`src/rtl/pipe_catcher_if.sv`:
```
// Handshake bundle between a fixed-latency pipeline, its launcher, the catcher and the downstream consumer.
// Latency: none (wires only).
// Backpressure: out_ready from the consumer; issue_ready grants launches; ret_* cannot be stalled.
// Ports: issue_ready/issue_valid (launch credit), ret_valid/ret_data (returning result),
//        out_valid/out_data/out_ready (buffered result towards the consumer).
interface pipe_catcher_if #(
  parameter int WIDTH = 8
);
  logic             issue_ready;
  logic             issue_valid;
  logic             ret_valid;
  logic [WIDTH-1:0] ret_data;
  logic             out_valid;
  logic [WIDTH-1:0] out_data;
  logic             out_ready;

  // Environment side: launcher, fixed-latency unit and consumer.
  modport master (
    input  issue_ready, out_valid, out_data,
    output issue_valid, ret_valid, ret_data, out_ready
  );

  // Catcher side.
  modport slave (
    output issue_ready, out_valid, out_data,
    input  issue_valid, ret_valid, ret_data, out_ready
  );
endinterface

```
`src/rtl/pipe_catcher.sv`:
```
// Credit-gated catcher: reserves a FIFO slot per launch and buffers fixed-latency results for a stallable consumer.
// Latency: ret -> out 1 cycle; 0 cycles when PIPE_CATCHER_BYPASS_EN is defined and the FIFO is empty.
// Backpressure: out_ready stalls the FIFO head; upstream is throttled by issue_ready (credits); ret is never stalled.
// Ports: clk, rst_n (synchronous, active-low); bus (pipe_catcher_if.slave);
//        credits/count (free credits, held entries); err (sticky protocol violation).
// Optional macro: PIPE_CATCHER_BYPASS_EN enables the combinational ret -> out path when empty.
module pipe_catcher #(
  parameter int WIDTH   = 8,
  parameter int DEPTH   = 4,
  parameter int LATENCY = 3,
  localparam int CW = $clog2(DEPTH + 1),
  localparam int PW = (DEPTH > 1) ? $clog2(DEPTH) : 1
) (
  input  logic          clk,
  input  logic          rst_n,
  pipe_catcher_if.slave bus,
  output logic [CW-1:0] credits,
  output logic [CW-1:0] count,
  output logic          err
);

  // Elaboration-time sanity checks on the configuration.
  if (DEPTH < 1) begin : g_bad_depth
    $error("pipe_catcher: DEPTH must be >= 1");
  end
  if (LATENCY < 1) begin : g_bad_latency
    $error("pipe_catcher: LATENCY must be >= 1");
  end

  logic [WIDTH-1:0] mem [DEPTH];
  logic [PW-1:0]    rptr;
  logic [PW-1:0]    wptr;

  logic empty, full;
  logic launch, bad_issue, pop, rd, wr, overflow, byp_take, cr_over;

  // Pointers wrap at DEPTH, which need not be a power of two.
  function automatic logic [PW-1:0] ptr_next(input logic [PW-1:0] p);
    return (p == PW'(DEPTH - 1)) ? '0 : p + PW'(1);
  endfunction

  assign empty = (count == '0);
  assign full  = (count == CW'(DEPTH));

  assign bus.issue_ready = (credits != '0);
  assign launch          = bus.issue_valid & bus.issue_ready;
  assign bad_issue       = bus.issue_valid & ~bus.issue_ready;

`ifdef PIPE_CATCHER_BYPASS_EN
  // An empty FIFO forwards the arriving word straight through; if the
  // consumer takes it this cycle it is never written.
  assign bus.out_valid = ~empty | bus.ret_valid;
  assign bus.out_data  = empty ? bus.ret_data : mem[rptr];
  assign byp_take      = empty & bus.ret_valid & bus.out_ready;
`else
  assign bus.out_valid = ~empty;
  assign bus.out_data  = mem[rptr];
  assign byp_take      = 1'b0;
`endif

  assign pop      = bus.out_valid & bus.out_ready;
  assign rd       = pop & ~empty;
  // A full FIFO can still accept a push when the head leaves in the same cycle.
  assign overflow = bus.ret_valid & full & ~pop;
  assign wr       = bus.ret_valid & ~byp_take & ~overflow;
  // A pop with no matching outstanding credit indicates an unannounced result.
  assign cr_over  = pop & ~launch & (credits == CW'(DEPTH));

  always_ff @(posedge clk) begin
    if (!rst_n) begin
      credits <= CW'(DEPTH);
      count   <= '0;
      rptr    <= '0;
      wptr    <= '0;
      err     <= 1'b0;
    end else begin
      if (launch & ~pop) begin
        credits <= credits - CW'(1);
      end else if (pop & ~launch & ~cr_over) begin
        credits <= credits + CW'(1);
      end

      if (wr & ~rd) begin
        count <= count + CW'(1);
      end else if (rd & ~wr) begin
        count <= count - CW'(1);
      end

      if (wr) wptr <= ptr_next(wptr);
      if (rd) rptr <= ptr_next(rptr);

      if (bad_issue | overflow | cr_over) err <= 1'b1;
    end
  end

  // Storage needs no reset: contents are only observed through count.
  always_ff @(posedge clk) begin
    if (wr) mem[wptr] <= bus.ret_data;
  end

endmodule

```
`src/flat_wrapper.sv`:
```
// flat-port wrapper written by rule: the top's interface ports become plain ports
module pipe_catcher_flat 
#(
  parameter int WIDTH   = 8,
  parameter int DEPTH   = 4,
  parameter int LATENCY = 3,
  localparam int CW = $clog2(DEPTH + 1),
  localparam int PW = (DEPTH > 1) ? $clog2(DEPTH) : 1
)
  (clk, rst_n, credits, count, err, bus_issue_ready, bus_out_valid, bus_out_data, bus_issue_valid, bus_ret_valid, bus_ret_data, bus_out_ready);
  pipe_catcher_if #(.WIDTH(WIDTH)) bus_i ();
  input  logic clk;
  input  logic rst_n;
  output logic [CW-1:0] credits;
  output logic [CW-1:0] count;
  output logic err;
  output wire logic [$bits(bus_i.issue_ready)-1:0] bus_issue_ready;
  output wire logic [$bits(bus_i.out_valid)-1:0] bus_out_valid;
  output wire logic [$bits(bus_i.out_data)-1:0] bus_out_data;
  input wire logic [$bits(bus_i.issue_valid)-1:0] bus_issue_valid;
  input wire logic [$bits(bus_i.ret_valid)-1:0] bus_ret_valid;
  input wire logic [$bits(bus_i.ret_data)-1:0] bus_ret_data;
  input wire logic [$bits(bus_i.out_ready)-1:0] bus_out_ready;
  assign bus_issue_ready = bus_i.issue_ready;
  assign bus_out_valid = bus_i.out_valid;
  assign bus_out_data = bus_i.out_data;
  assign bus_i.issue_valid = bus_issue_valid;
  assign bus_i.ret_valid = bus_ret_valid;
  assign bus_i.ret_data = bus_ret_data;
  assign bus_i.out_ready = bus_out_ready;
  pipe_catcher #(.WIDTH(WIDTH), .DEPTH(DEPTH), .LATENCY(LATENCY)) u_core (.clk(clk), .rst_n(rst_n), .bus(bus_i), .credits(credits), .count(count), .err(err));
endmodule
```
`config.mk`:
```
export PLATFORM = sky130hd
export DESIGN_NAME = pipe_catcher_flat
export DESIGN_NICKNAME = d
export VERILOG_FILES = /design/src/rtl/pipe_catcher_if.sv /design/src/rtl/pipe_catcher.sv /design/src/flat_wrapper.sv
export SDC_FILE = /design/constraint.sdc
export NUM_CORES = 1
export LEC_CHECK = 0
export CAP_MARGIN = 5
export CORE_MARGIN = 2
export CORE_UTILIZATION = 53
export CTS_CLUSTER_DIAMETER = 30
export CTS_CLUSTER_SIZE = 30
export DETAILED_ROUTE_END_ITERATION = 12
export PLACE_DENSITY = 0.79
export SLEW_MARGIN = 20
export SYNTH_ARGS = -nofsm -noshare
export SYNTH_HDL_FRONTEND = slang
export SYNTH_SLANG_ARGS = --single-unit
```
`constraint.sdc`:
```
create_clock -name clk -period 3.4 [get_ports clk]
set_input_delay 0.68 -clock clk [delete_from_list [all_inputs] [get_ports clk]]
set_output_delay 0.68 -clock clk [all_outputs]
set_load 0.01 [all_outputs]
```
==> results of run 1 <==
## synth_stat cells
master	count	area (µm²)
edfxtp_1	32	961
dfxtp_1	13	260
inv_1	8	30.0
mux4_2	8	180
nor2b_1	7	43.8
ha_1	6	75.1
and2_1	5	31.3
a21oi_1	4	20.0
mux2i_1	4	40.0
nand3_1	4	20.0
nor3_1	4	20.0
clkbuf_1	3	11.3
nor2_1	3	11.3
o21ai_0	3	15.0
xnor2_1	3	26.3
a21boi_0	2	15.0
buf_2	2	10.0
fa_1	2	40.0
or3_2	2	15.0
a221oi_1	1	8.76
a311o_1	1	10.0
buf_1	1	3.75
buf_4	1	7.51
buf_6	1	11.3
nand2_1	1	3.75
nand3_2	1	10.0
nand4b_1	1	8.76
nor4b_1	1	8.76
o221ai_1	1	8.76
o22ai_1	1	6.26
o31ai_4	1	21.3
o41ai_1	1	8.76
or3_1	1	6.26
xor2_1	1	8.76
## cells by family after synthesis
| kind of cell | after synthesis | share of synthesized area (%) |
|---|---|---|
| xor gates and xnor gates | 4 | 1.79 |
| AOI/OAI and AO/OA | 15 | 5.81 |
| muxes | 12 | 11.2 |
| and+or+nand+nor | 30 | 9.14 |
| adders and majority gates | 8 | 5.88 |
| DFF | 45 | 62.4 |
| buffers and inverters | 16 | 3.77 |
## through the flow
stage	hold slack (ns)	power (µW)	instance area, µm²	utilization (%)
2_1_floorplan	0.518	1170	1960	-
3_3_place_gp	0.539	1380	2270	63.0
3_5_place_dp	0.544	1410	2270	63.0
4_1_cts	0.553	1800	2380	66.1
5_1_grt	0.590	1890	2380	66.1
6_report	0.557	1780	2380	66.1
## final cells by class
class | count | area share (%)
Clock buffer | 5 | 2.89
Multi-Input combinational cell | 69 | 27.8
Clock inverter | 3 | 1.73
Tap cell | 48 | 2.52
Sequential cell | 45 | 51.3
Inverter | 8 | 1.26
Timing Repair Buffer | 30 | 12.5
## worst reg2reg max path, stage by stage, from the launching register on
cell,delay (ns)
dfxtp_1,0.40
o31ai_4,0.66
nand3_1,0.19
fa_1,0.47
or3_2,0.49
a311o_1,0.31
## final timing paths
check / end / slack (ns) / cells after the start
worst min register to register: u_core.rptr[0]$_SDFFE_PN0P_ / 0.56 / 2
worst max-delay path: bus_out_data[7] / 0.70 / 2
worst max register to register: u_core.credits[2]$_SDFFE_PN1P_ / 0.78 / 5
worst min-delay path: u_core.rptr[0]$_SDFFE_PN0P_ / 0.56 / 2
## placed cells by master, fill, tap and decap left out, drive strengths merged
cell type	n
edfxtp	32
clkdlybuf4s50	29
dfxtp	13
inv	8
mux4	8
nor2b	7
ha	6
and2	5
clkbuf	5
nand3	5
nor3	4
a21oi	4
mux2i	4
nor2	3
o21ai	3
xnor2	3
or3	3
a21boi	2
fa	2
nor4b	1
o31ai	1
a221oi	1
xor2	1
o41ai	1
nand4b	1
a311o	1
o22ai	1
nand2	1
o221ai	1
clkinvlp	1
clkinv	1
bufinv	1
buf	1
## flip-flops by register name, summed over array words and instances (netlist names), named ones only
signal          flops
u_core.count        3
u_core.wptr         2
u_core.err          1
u_core.mem         32
u_core.credits      3
u_core.rptr         2
## power groups by stage
stage	Sequential (µW)	Clock, µW	Combinational [µW]
2_1_floorplan	750	0	415
3_3_place_gp	785	0	594
3_5_place_dp	790	0	620
4_1_cts	779	398	624
5_1_grt	794	417	682
6_report	777	387	616
## routing by layer
layer	vias to the layer above	wire length (µm)	track usage, %
li1	540	-	-
met1	543	1290	19.1
met2	41	1760	31.8
met3	3	162	4.86
met4	0	32	5.59
met5	-	0	0
==> results.txt, run 1 <==
total die area: 4200 µm²
register area: 1220 µm²
Logic pwr share: 34.6%
net count after synthesis: 151
WL/cell: 15.6 µm
Max Freq: 0.370 GHz
internal power: 1240 µW
Seq cells post-synth: 45
Largest delay share family, worst path: flip-flops
Root Driver: clkbuf_8
Synth Area per Inst: 15.1 µm²
RSZ-0062 raised after global routing: false
Die Ht: 64.8 µm
Post-CTS Resized: 0
hold path startpoint: u_core.rptr[0]$_SDFFE_PN0P_
# rows: 22
layout cells sized above 1: 12.5%
critical path type: register to output port
number of routed nets with antenna violations: 0
area occupied by multi-input gates: 663 µm²
Least-Margin Pin Slew: 0.672 ns
Tcrit/Tclk final: 79.5%
count of final max-slew check failures: 0
worst path bufs/invs: 1
IO Pins: 30
Flop pwr share: 43.7%
Bufs on Longest Clock Path: 2
largest net degree at the start of global routing: 16
status: finished, final reports clean
n_diodes: 0
clock buffer count from CTS: 5
DR vias: 1127
# setup viols final: 0
Tot GR Track Use: 17.3%
Synth Cell Area: 1960 µm²
WP data arrival: 2.02 ns
leakage power: 0.000817 µW
reg-to-reg critical path startpoint: u_core.count[0]$_SDFFE_PN0P_
clock sink count: 45
CP cell instances: mux4_2 > clkdlybuf4s50_1
1st-iter DRT viols: 36
clock power share: 21.8%
Tmin final: 2.70 ns
Syn-to-layout area delta: 21.7%
sw power: 544 µW
routed wire length: 3240 µm
Max Cap Violations: 0
Critical Path Start Type: register
WP data required: 2.72 ns
Final Net Count: 180
crit-path max FO: 8
DR pass1 iterations: 4
Netlist cell types: 34
CTS tree: built
Detailed Place HPWL: 2370 µm
Post-CTS Setup Repair Bufs: 0
Post-Layout Cell Count: 208
sequential share of the synthesized area: 62.4%
worst slew margin relative to its limit: 55.2%
detailed-route DRC error count: 0
Inst Count DP: 200
first-pass GRT wire length: 5310 µm
DR vias/cell: 5.42
Hold WC Path Type: register to register
hold buffer count at cts: 0
initial antenna violation count: 0
Power Density: 747 nW/µm²
Place WS: 0.443 ns
CP max stage delay: 0.66 ns
synth warn: 0
Layout fillers: 259
Critical Path Sink Type: output port
Setup TNS Final: 0 ns
number of H-tree levels: 2
final clock skew: 0.00400 ns
Slowest-stage cell, CP: dfxtp_1
Worst-path clk slew: 0.08 ns
GRT overflow: 0
post-layout worst setup margin: 0.698 ns
Chip Width: 64.8 µm
port bufs: 29
Switching Fraction: 30.6%
Final Wtd Congestion: 0.778
Skew-Pair Late Insertion Delay: 0.29 ns
Starting Density: 54.3%
final hold vios: 0
vias in the first global route: 1170
Max VDD drop: 464 µV
Post-Syn Instances: 130
core area: 3610 µm²
(Power assumes the default switching activity.)
==> run 2: changes to the inputs <==
--- a/config.mk
+++ b/config.mk
@@ -7,11 +7,11 @@
 export LEC_CHECK = 0
 export CAP_MARGIN = 5
 export CORE_MARGIN = 2
-export CORE_UTILIZATION = 53
+export CORE_UTILIZATION = 48
 export CTS_CLUSTER_DIAMETER = 30
 export CTS_CLUSTER_SIZE = 30
 export DETAILED_ROUTE_END_ITERATION = 12
-export PLACE_DENSITY = 0.79
+export PLACE_DENSITY = 0.75
 export SLEW_MARGIN = 20
 export SYNTH_ARGS = -nofsm -noshare
 export SYNTH_HDL_FRONTEND = slang
==> constraint.sdc (replaced) <==
create_clock -name clk -period 2.2 [get_ports clk]
set_input_delay 0.44 -clock clk [delete_from_list [all_inputs] [get_ports clk]]
set_output_delay 0.44 -clock clk [all_outputs]
set_load 0.01 [all_outputs]
==> results.txt, run 2 (synthesis gave the netlist of run 1 again) <==
initial antenna violation count: 0
Syn-to-layout area delta: 26.9%
Starting Density: 49.3%
total die area: 4610 µm²
commonest non-fill, non-tap cells in the layout: 32 x edfxtp_1, 20 x clkdlybuf4s50_1, 11 x buf_4
DR pass1 iterations: 4
CTS tree: built
routed wire length: 3450 µm
final total power: 2770 µW
WL/cell: 15.6 µm
Critical Path Start Type: register
WHS Path Cells: 2
vias in the first global route: 1127
DR vias: 1165
Slowest-stage cell, CP: or3_2
WP data arrival: 1.67 ns
layout cells sized above 1: 24.0%
Final Net Count: 191
clock buffer count from CTS: 5
Setup TNS Final: 0 ns
Bufs on Longest Clock Path: 2
Critical Path Sink Type: output port
worst path bufs/invs: 1
Max Cap Violations: 0
n_diodes: 0
leakage power: 0.000891 µW
Max Freq: 0.475 GHz
Tmin final: 2.11 ns
crit-path max FO: 6
Least-Margin Pin Slew: 0.425 ns
Place WS: -0.330 ns
number of routed nets with antenna violations: 0
Detailed Place HPWL: 2460 µm
Skew-Pair Late Insertion Delay: 0.30 ns
detailed-route DRC error count: 0
IO Pins: 30
port bufs: 29
Chip Width: 67.9 µm
Die Ht: 67.9 µm
worst slew margin relative to its limit: 71.7%
first-pass GRT wire length: 5570 µm
# setup viols final: 0
# rows: 23
number of H-tree levels: 2
WP data required: 1.76 ns
final hold vios: 0
Tcrit/Tclk final: 95.7%
largest net degree at the start of global routing: 17
post-layout worst setup margin: 0.0947 ns
final clock skew: 0.00629 ns
largest registers: u_core.mem: 32 flops, u_core.count: 3 flops, u_core.credits: 3 flops
RSZ-0062 raised after global routing: false
Max VDD drop: 719 µV
1st-iter DRT viols: 81
Hold WC Path Type: register to register
Power Density: 1110 nW/µm²
CP cell instances: or3_2 > clkdlybuf4s50_1
Largest delay share family, worst path: simple AND/OR/NAND/NOR gates
Final Wtd Congestion: 0.740
Root Driver: clkbuf_8
GRT overflow: 0
clock sink count: 45
count of final max-slew check failures: 0
worst hold-check slack: 0.542 ns
critical path depth: 2
hold buffer count at cts: 0
Reg with most FFs: u_core.mem
max reg flops: 32
CP max stage delay: 0.50 ns
Worst Reg-to-Reg Cells: 6
core area: 3970 µm²
status: finished, final reports clean
Worst-path clk slew: 0.08 ns
critical path type: register to output port
Tot GR Track Use: 17.4%
DR vias/cell: 5.27
commonest non-fill, non-tap cell in the layout: edfxtp_1
run 2: cell count changes in the layout (fill, tap and decap cells not counted), sizes merged:
cell | before | now
dlygate4sd2 | 0 | 8
inv | 8 | 9
clkdlybuf4s50 | 29 | 20
bufinv | 1 | 0
dlymetal6s2s | 0 | 1
buf | 1 | 12
run 2: repair_timing:
item,CTS,global route
resized for setup,9,5
buffers inserted,3,0
pin swaps,0,1
hold endpoints to repair,0,0
endpoints found under the setup margin,9,34
run 2: final cells by class:
cell class | count | area [µm²]
flip-flops and latches | 45 | 1220
multi-input cells | 69 | 688
fillers | 300 | 1490
clock buffers | 5 | 68.8
well taps | 50 | 62.6
clock inverters | 3 | 25.0
inverters | 8 | 30.0
repair buffers | 41 | 385
run 2: power breakdown:
group          switching (µW)  total [µW]  leakage (µW)  internal, µW
registers                 135        1180      0.000402          1040
logic                     479        1080      0.000445           598
clock network             289         518     0.0000447           229
run 2: through the flow:
| stage | instance area [µm²] | instances | util [%] |
|---|---|---|---|
| after global placement | 2360 | 210 | 59.5 |
| after detailed placement | 2360 | 210 | 59.5 |
| after CTS | 2470 | 221 | 62.2 |
| after floorplan | 1970 | 130 | - |
| final | 2480 | 221 | 62.6 |
| after global routing | 2480 | 221 | 62.6 |
run 2: final timing paths:
path                             startpoint                              to  slack [ns]
max reg2reg  u_core.credits[1]$_SDFFE_PN0P_  u_core.credits[2]$_SDFFE_PN1P_        0.18
max            u_core.count[0]$_SDFFE_PN0P_                   bus_out_valid        0.09
min reg2reg    u_core.count[2]$_SDFFE_PN0P_    u_core.count[2]$_SDFFE_PN0P_        0.54
min            u_core.count[2]$_SDFFE_PN0P_    u_core.count[2]$_SDFFE_PN0P_        0.54
run 2: worst register-to-register path: cells and delay by family, from the launching register on:
family / cells / cell delay, ns
adder cells (fa/ha/maj): 1 / 0.40
buffers and inverters: 1 / 0.10
AO/OA/AOI/OAI: 1 / 0.32
flip-flops: 1 / 0.49
AND/OR/NAND/NOR: 3 / 0.61
run 2: metal layers:
layer | wire length [µm] | up-vias | GRT usage (%) | part of all wire, %
met4 | 34 | 0 | 6.00 | 0.99
met2 | 1830 | 26 | 28.6 | 53
met3 | 158 | 3 | 5.43 | 4.6
met5 | 0 | - | 0 | 0
li1 | - | 564 | - | -
met1 | 1430 | 572 | 22.0 | 41
